<file path="src/rtl/opb_register_simulink2ppc_latched.sv">
// opb_register_simulink2ppc_latched
//
// Read-back OPB slave register for fabric-to-processor data. Fabric logic
// presents a 32-bit word with a capture strobe, and the block latches that
// word. The PowerPC reads the captured word over OPB, together with the
// freshness, overrun and update-count status.
//
// Register map (byte offsets from C_BASEADDR, word picked by OPB_ABus[28:29]):
//   0x0 DATA     RO   last captured word
//   0x4 STATUS        [31] fresh (W1C), [30] overrun (W1C), [15:0] update count
//                     W1C bits are gated by OPB_BE[0]
//   0x8 CONTROL       [0] freeze (RW), gated by OPB_BE[3]
//   0xC               reads 0, writes ignored, still acked
//
// Ports:
//   OPB_Clk           single clock for the bus side and the fabric side
//   OPB_Rst_n         synchronous, active-low reset
//   OPB_ABus          byte address, bit 0 is the MSB
//   OPB_BE            byte enables, BE[0] covers DBus[0:7]
//   OPB_DBus          write data
//   OPB_RNW           1 = read, 0 = write
//   OPB_select        transfer request
//   OPB_seqAddr       ignored
//   Sl_DBus           read data, zero outside the ack cycle
//   Sl_xferAck        one-cycle transfer acknowledge
//   Sl_errAck, Sl_retry, Sl_toutSup   tied low
//   user_data_in      fabric word to capture
//   user_data_valid   capture strobe, sampled every cycle
//   user_frozen       mirrors CONTROL.freeze
//
// Register bit k appears on bus bit 31-k. Because the bus vectors are
// declared [0:31] and the internal words are [31:0], a plain assignment
// performs that mapping.

module opb_register_simulink2ppc_latched #(
  parameter logic [31:0] C_BASEADDR   = 32'h01008300,
  parameter logic [31:0] C_HIGHADDR   = 32'h010083FF,
  parameter int          C_OPB_AWIDTH = 32,
  parameter int          C_OPB_DWIDTH = 32,
  parameter string       C_FAMILY     = "virtex6"
) (
  input  logic                        OPB_Clk,
  input  logic                        OPB_Rst_n,
  input  logic [0:C_OPB_AWIDTH-1]     OPB_ABus,
  input  logic [0:C_OPB_DWIDTH/8-1]   OPB_BE,
  input  logic [0:C_OPB_DWIDTH-1]     OPB_DBus,
  input  logic                        OPB_RNW,
  input  logic                        OPB_select,
  input  logic                        OPB_seqAddr,
  output logic [0:C_OPB_DWIDTH-1]     Sl_DBus,
  output logic                        Sl_xferAck,
  output logic                        Sl_errAck,
  output logic                        Sl_retry,
  output logic                        Sl_toutSup,
  input  logic [31:0]                 user_data_in,
  input  logic                        user_data_valid,
  output logic                        user_frozen
);

  typedef enum logic {
    ST_IDLE = 1'b0,
    ST_ACK  = 1'b1
  } state_t;

  // Word indices within the slave window.
  localparam logic [1:0] W_DATA    = 2'd0;
  localparam logic [1:0] W_STATUS  = 2'd1;
  localparam logic [1:0] W_CONTROL = 2'd2;

  state_t      state;
  logic [31:0] data_q;
  logic [15:0] count_q;
  logic        fresh_q;
  logic        overrun_q;
  logic        freeze_q;
  logic        xfer_ack_q;
  logic [31:0] dbus_q;

  logic        addr_hit;
  logic [1:0]  word_sel;
  logic [31:0] wr_data;
  logic        bus_go;
  logic        rd_go;
  logic        wr_go;
  logic        capture;
  logic [31:0] rd_word;
  logic        fresh_nxt;
  logic        overrun_nxt;
  logic        freeze_nxt;
  logic        unused_bits;

  // Address decode and transfer qualification. A transfer is only accepted
  // from IDLE, so a held select produces an ack every other cycle.
  always_comb begin
    addr_hit = (OPB_ABus >= C_BASEADDR) && (OPB_ABus <= C_HIGHADDR);
    word_sel = OPB_ABus[28:29];
    wr_data  = OPB_DBus;
    bus_go   = (state == ST_IDLE) && OPB_select && addr_hit;
    rd_go    = bus_go && OPB_RNW;
    wr_go    = bus_go && !OPB_RNW;
    // freeze is the registered value, so a CONTROL write that sets freeze
    // on the same edge as a strobe still lets that strobe through.
    capture  = user_data_valid && !freeze_q;
  end

  // Read multiplexer: reflects register contents before the ack edge.
  always_comb begin
    rd_word = '0;
    unique case (word_sel)
      W_DATA:    rd_word = data_q;
      W_STATUS:  rd_word = {fresh_q, overrun_q, 14'd0, count_q};
      W_CONTROL: rd_word = {31'd0, freeze_q};
      default:   rd_word = '0;
    endcase
  end

  // Flag next-state. Bus-side clears are applied first and a capture then
  // overrides them, so a capture's set wins over a DATA-read clear or a W1C
  // on the same edge. Overrun looks at fresh as it was before this edge.
  always_comb begin
    fresh_nxt   = fresh_q;
    overrun_nxt = overrun_q;
    freeze_nxt  = freeze_q;

    if (rd_go && (word_sel == W_DATA)) begin
      fresh_nxt = 1'b0;
    end

    if (wr_go && (word_sel == W_STATUS) && OPB_BE[0]) begin
      if (wr_data[31]) fresh_nxt   = 1'b0;
      if (wr_data[30]) overrun_nxt = 1'b0;
    end

    if (wr_go && (word_sel == W_CONTROL) && OPB_BE[3]) begin
      freeze_nxt = wr_data[0];
    end

    if (capture) begin
      fresh_nxt = 1'b1;
      if (fresh_q) overrun_nxt = 1'b1;
    end
  end

  // Bus handshake FSM with registered outputs, plus the capture registers.
  always_ff @(posedge OPB_Clk) begin
    if (!OPB_Rst_n) begin
      state      <= ST_IDLE;
      xfer_ack_q <= 1'b0;
      dbus_q     <= '0;
      data_q     <= '0;
      count_q    <= '0;
      fresh_q    <= 1'b0;
      overrun_q  <= 1'b0;
      freeze_q   <= 1'b0;
    end else begin
      unique case (state)
        ST_IDLE: begin
          if (bus_go) begin
            state      <= ST_ACK;
            xfer_ack_q <= 1'b1;
            dbus_q     <= rd_go ? rd_word : '0;
          end else begin
            state      <= ST_IDLE;
            xfer_ack_q <= 1'b0;
            dbus_q     <= '0;
          end
        end
        ST_ACK: begin
          state      <= ST_IDLE;
          xfer_ack_q <= 1'b0;
          dbus_q     <= '0;
        end
        default: begin
          state      <= ST_IDLE;
          xfer_ack_q <= 1'b0;
          dbus_q     <= '0;
        end
      endcase

      fresh_q   <= fresh_nxt;
      overrun_q <= overrun_nxt;
      freeze_q  <= freeze_nxt;

      if (capture) begin
        data_q  <= user_data_in;
        count_q <= count_q + 16'd1;
      end
    end
  end

  assign Sl_DBus     = dbus_q;
  assign Sl_xferAck  = xfer_ack_q;
  assign Sl_errAck   = 1'b0;
  assign Sl_retry    = 1'b0;
  assign Sl_toutSup  = 1'b0;
  assign user_frozen = freeze_q;

  // Inputs with no function in this register.
  assign unused_bits = ^{OPB_seqAddr, OPB_BE[1:2], wr_data[29:1], (C_FAMILY != "")};

endmodule

</file>
<file path="config.mk">
export PLATFORM = sky130hd
export DESIGN_NAME = opb_register_simulink2ppc_latched
export DESIGN_NICKNAME = d
export VERILOG_FILES = /design/src/rtl/opb_register_simulink2ppc_latched.sv
export SDC_FILE = /design/constraint.sdc
export NUM_CORES = 1
export LEC_CHECK = 0
export CAP_MARGIN = 40
export CELL_PAD_IN_SITES_DETAIL_PLACEMENT = 0
export CELL_PAD_IN_SITES_GLOBAL_PLACEMENT = 1
export CORE_UTILIZATION = 29
export CTS_CLUSTER_SIZE = 12
export DETAILED_ROUTE_END_ITERATION = 12
export PLACE_DENSITY = 0.79
export SLEW_MARGIN = 20
export SYNTH_ARGS = -nofsm -noshare
export SYNTH_HDL_FRONTEND = slang
export SYNTH_SLANG_ARGS = --single-unit
</file>
<file path="constraint.sdc">
create_clock -name OPB_Clk -period 1.99 [get_ports OPB_Clk]
set_input_delay 0.2985 -clock OPB_Clk [delete_from_list [all_inputs] [get_ports OPB_Clk]]
set_output_delay 0.2985 -clock OPB_Clk [all_outputs]
set_load 0.01 [all_outputs]
</file>
After elaboration in Yosys (flattened, before gate mapping). Cells that the tools add are included.

Add/subtract/negate cells: 1. $mul: 0. Divide/modulo/power cells: 0. $lt $le $gt $ge: 2. Eq/ne operators: 2. Shift-type cells: 0. Multiplexer cells: 14. Bitwise gates (word level): 1. Reductions and logical operators: 14.

Operator list (number): case mux 32 bit (3 select lines) (1); 2-to-1 mux 32 bit (2); case mux 32 bit (2 select lines) (1); >= comparator 32 x 25 -> 1 bit (second input constant) (1); <= comparator 32 x 25 -> 1 bit (second input constant) (1); adder 16 x 1 -> 16 bit (second input constant) (1); logical AND 1 bit (11); 2-to-1 mux 1 bit (9); == test 2 x 1 -> 1 bit (second input constant) (1); == test 2 bit (second input constant) (1); logical NOT 1 bit (2); logical NOT 2 bit (1); case mux 1 bit (2 select lines) (1); NOT 1 bit (1).

Register bits after elaboration: 84. Bits in latches: 0. Memory bits (writable): 0. ROM bits: 0. Input bits: 106. Logic and storage cells: 41. Memories kept: 0.

Depth between registers and ports, before layout.
Depth after elaboration: 9. Depth in mapped cells: 5. Depth with buffers taken out: 4.

Least setup slack after synthesis. No wires, ideal clock.

Path type: flip-flop to flip-flop. Start point: register freeze_q (netlist: user_frozen). End point: register count_q[14]. Arrival: 1.428 ns. Data required time: 1.920 ns. Setup slack: 0.492 ns. Cell stages (with the launch flop): 6. Path buffers: 1. Period minus slack after synthesis: 1.498 ns. Path through: dfxtp_1 > and4b_1 > buf_4 > nand2_1 > or4_1 > a21oi_1.

Longest elaborated chain between the ends: 2.

Ends and longest elaborated chain: from (decl) (RTL line 75) `logic freeze_q;`; from (signal assigned) (RTL line 182) `freeze_q <= freeze_nxt;`; logical NOT 1 bit (RTL line 103) `capture = user_data_valid && !freeze_q;`; logical AND 1 bit (RTL line 103); to (signal assigned) (RTL line 186) `count_q <= count_q + 16'd1;`; to (decl) (RTL line 72) `logic [15:0] count_q;`.

No other way between the ends. A chain may end at the register's enable or synchronous reset.

Worst setup path after layout.
Start point: register freeze_q (netlist: user_frozen). End point: output port user_frozen.

RTL lines: to (decl) (RTL line 57) `output logic user_frozen`.

No word-level cell between the ends.

==> impl_metrics.toml <==
[run_status]
status = "finished, final reports clean"

[yosys]
synth_top_area_share = 0.535
synthTopCellsByArea = "dfxtp_1 54%, nand2_1 8.7%, a21oi_1 6.2%"
syn-cell-area_sq_um = 3140
yosysTopAreaCell = "dfxtp_1"
yosys_warnings = 0
ys_dominant_reg_cell = "dfxtp_1"
ys_types = 39
async_flop_share = 0
avgSynthCellArea_sq_um = 8.98
synth_edf_count = 0
ys_seq_elements = 84
synth_cells = 350
synth_seq_area_share = 0.535

[power]
power_leakage_nw = 1.72
ir_worst_vdd_uv = 376
swShare = 0.219
p_int_w = 0.00264
switchingPower_w = 0.000743
seqPwrFrac = 0.515
cellPowerDensity_nw_per_um2 = 738
clkPwrFrac = 0.399
power.share.combinational = 0.087
power.total_w = 0.00339

[floorplan]
fp-row-count = 37
core_sq_um = 10400
start_util = 0.302
ios = 143
die_y_um = 106
dieArea_sq_um = 11300
die_x_um = 106

[critical_path]
end_kind = "primary output"
path_cells = "buf_4, clkdlybuf4s50_1"
slowest_delay_ns = 0.54
ff2ff_setup_slack_ns = 0.40
startpoint_type = "flip-flop"
r2r_start = "Sl_xferAck"
reg2reg_depth = 4
arrival_ns = 1.38
criticalPathCategory = "reg2out"
crit_fanout = 5
crit_required_ns = 1.69
timing.rr.end = "Sl_DBus[31]"
cp_slowest_cell = "clkdlybuf4s50_1"

[place]
hpwl_mm = 5.17
numPortBuffers = 101
gp_congestion = 0.796

[sta]
clock_skew_ns = 0.00558
fin_setup_tns_ns = 0
layout_min_cycle_time_ns = 1.68
relSlewSlack = 0.640
setup_viol = 0
drv_slew = 0
hold_viol_final = 0
fmax_mhz = 594
fin_crit_sh = 0.846
rsz0062_at_grt = "false"
worstMarginPinSlew_ns = 0.539

[detailed_routing]
dr_wl_met2_mm = 3.56
viasPerCell = 4.46
drt_drc_violations_left = 0
antenna_left = 0
wl_met3_um = 309
drt-pass1-iter-count = 4
topRoutingLayerUsed = "met4"
vias = 2666
drt_iter0_drc = 91
totalWireLength_mm = 7.31
m1WireLength_mm = 3.37
routedWlPerCell_um = 12.2

[global_route]
antenna_found_initial = 0
grt_pass1_wl_mm = 11.9
overflow = 0
track_usage = 0.134
first_global_vias = 2548
grt_max_degree = 51

[cts]
numClockSinks = 84
ctsResizeCount = 0
htree_levels = 3
cts_setup_buffers = 0
clock_path_buffers = 2
ctsHoldBuffers = 0
clk_pin_slew_worst_paths_ns = 0.08
cts_tree = "built"
clkLatencyLatePin_ns = 0.34
root_buffer = "clkbuf_8"
cts_buffers = 9

[flow_run]
drv_cap = 0

[cells_and_area]
layout_common_cells = "101 x clkdlybuf4s50_1, 84 x dfxtp_1, 73 x nand2_1"
layout_commonest_cell = "clkdlybuf4s50_1"
num_antenna_cells = 0
drive_gt1_frac = 0.0779
nNetsFinal = 564
area.growth.synth_to_final_pct = 46.0

[min_path]
hold_depth = 2
min_from = "data_q[25]"
hold_end = "data_q[25]"
holdCritPathClass = "reg2reg"
-- worst max-delay path, delay by kind of cell (launching register included) --
family	cells	cell delay, ns
flip-flops	1	0.35
buffers and inverters	2	0.69
-- worst max-delay path by stage --
stage          cells after the start         start     endpoint
3_3_place_gp                       5   OPB_ABus[4]  Sl_DBus[31]
4_1_cts                            2   user_frozen  user_frozen
6_report                           2   user_frozen  user_frozen
2_1_floorplan                      5   user_frozen  count_q[14]
5_1_grt                            6  OPB_ABus[10]   Sl_DBus[9]
3_5_place_dp                       6  OPB_ABus[10]   Sl_DBus[9]
-- cell type report --
| cell class | instances | area, sq um |
|---|---|---|
| Tap cell | 136 | 170 |
| Multi-Input combinational cell | 243 | 1360 |
| Inverter | 3 | 11.3 |
| Clock inverter | 5 | 83.8 |
| Timing Repair Buffer | 116 | 1140 |
| Clock buffer | 11 | 141 |
| Fill cell | 1028 | 5830 |
| Sequential cell | 84 | 1680 |
-- registers in the layout, summed over array words and instances (netlist names) --
register	cells
user_frozen	1
count_q	16
overrun_q	1
Sl_DBus	32
data_q	32
fresh_q	1
Sl_xferAck	1
-- layer usage --
metal | GRT usage | up-vias
met5 | 0 | -
li1 | - | 1390
met1 | 0.159 | 1201
met4 | 0.0387 | 0
met2 | 0.237 | 68
met3 | 0.0362 | 7
-- cells by family after synthesis --
group | after synthesis | share of synthesized area
and+or+nand+nor | 160 | 0.250
DFF | 84 | 0.535
AOI/OAI and AO/OA | 50 | 0.0852
buffers and inverters | 25 | 0.0358
muxes | 19 | 0.0605
xor gates and xnor gates | 10 | 0.0279
adders and majority gates | 1 | 0.00398
other | 1 | 0.00119
-- cell usage after synthesis (2+ instances only) --
cell type,number
dfxtp_1,84
clkbuf_1,15
a21oi_1,39
and4b_1,2
or4_1,5
o21ai_0,3
nor4b_1,3
nor4_1,4
buf_4,4
nand2_1,73
and3_1,2
a211oi_1,2
buf_2,2
nand3_1,6
mux2i_1,19
xor2_1,9
nor2_1,30
nand4_1,7
o31ai_1,4
inv_1,2
and4_1,2
and2_1,16
-- power by group through the flow --
stage / sequential [W] / combinational, W / clock [W]
after detailed placement: 0.00178 / 0.000295 / 0
final: 0.00174 / 0.000294 / 0.00135
after floorplan: 0.00178 / 0.000125 / 0
after CTS: 0.00174 / 0.000297 / 0.00140
after global routing: 0.00175 / 0.000321 / 0.00148
after global placement: 0.00178 / 0.000290 / 0
-- stage by stage --
step	hold WS, ns	area [sq um]	cells	utilization	setup slack [ns]
final	0.452	4590	598	0.440	0.307
after global routing	0.469	4590	598	0.440	0.241
after CTS	0.454	4590	598	0.440	0.271
after global placement	0.435	4360	582	0.419	0.0372
after detailed placement	0.438	4360	582	0.419	0.00256
after floorplan	0.430	3150	352	-	0.492
Note: power is estimated with default switching activity, not from simulation.
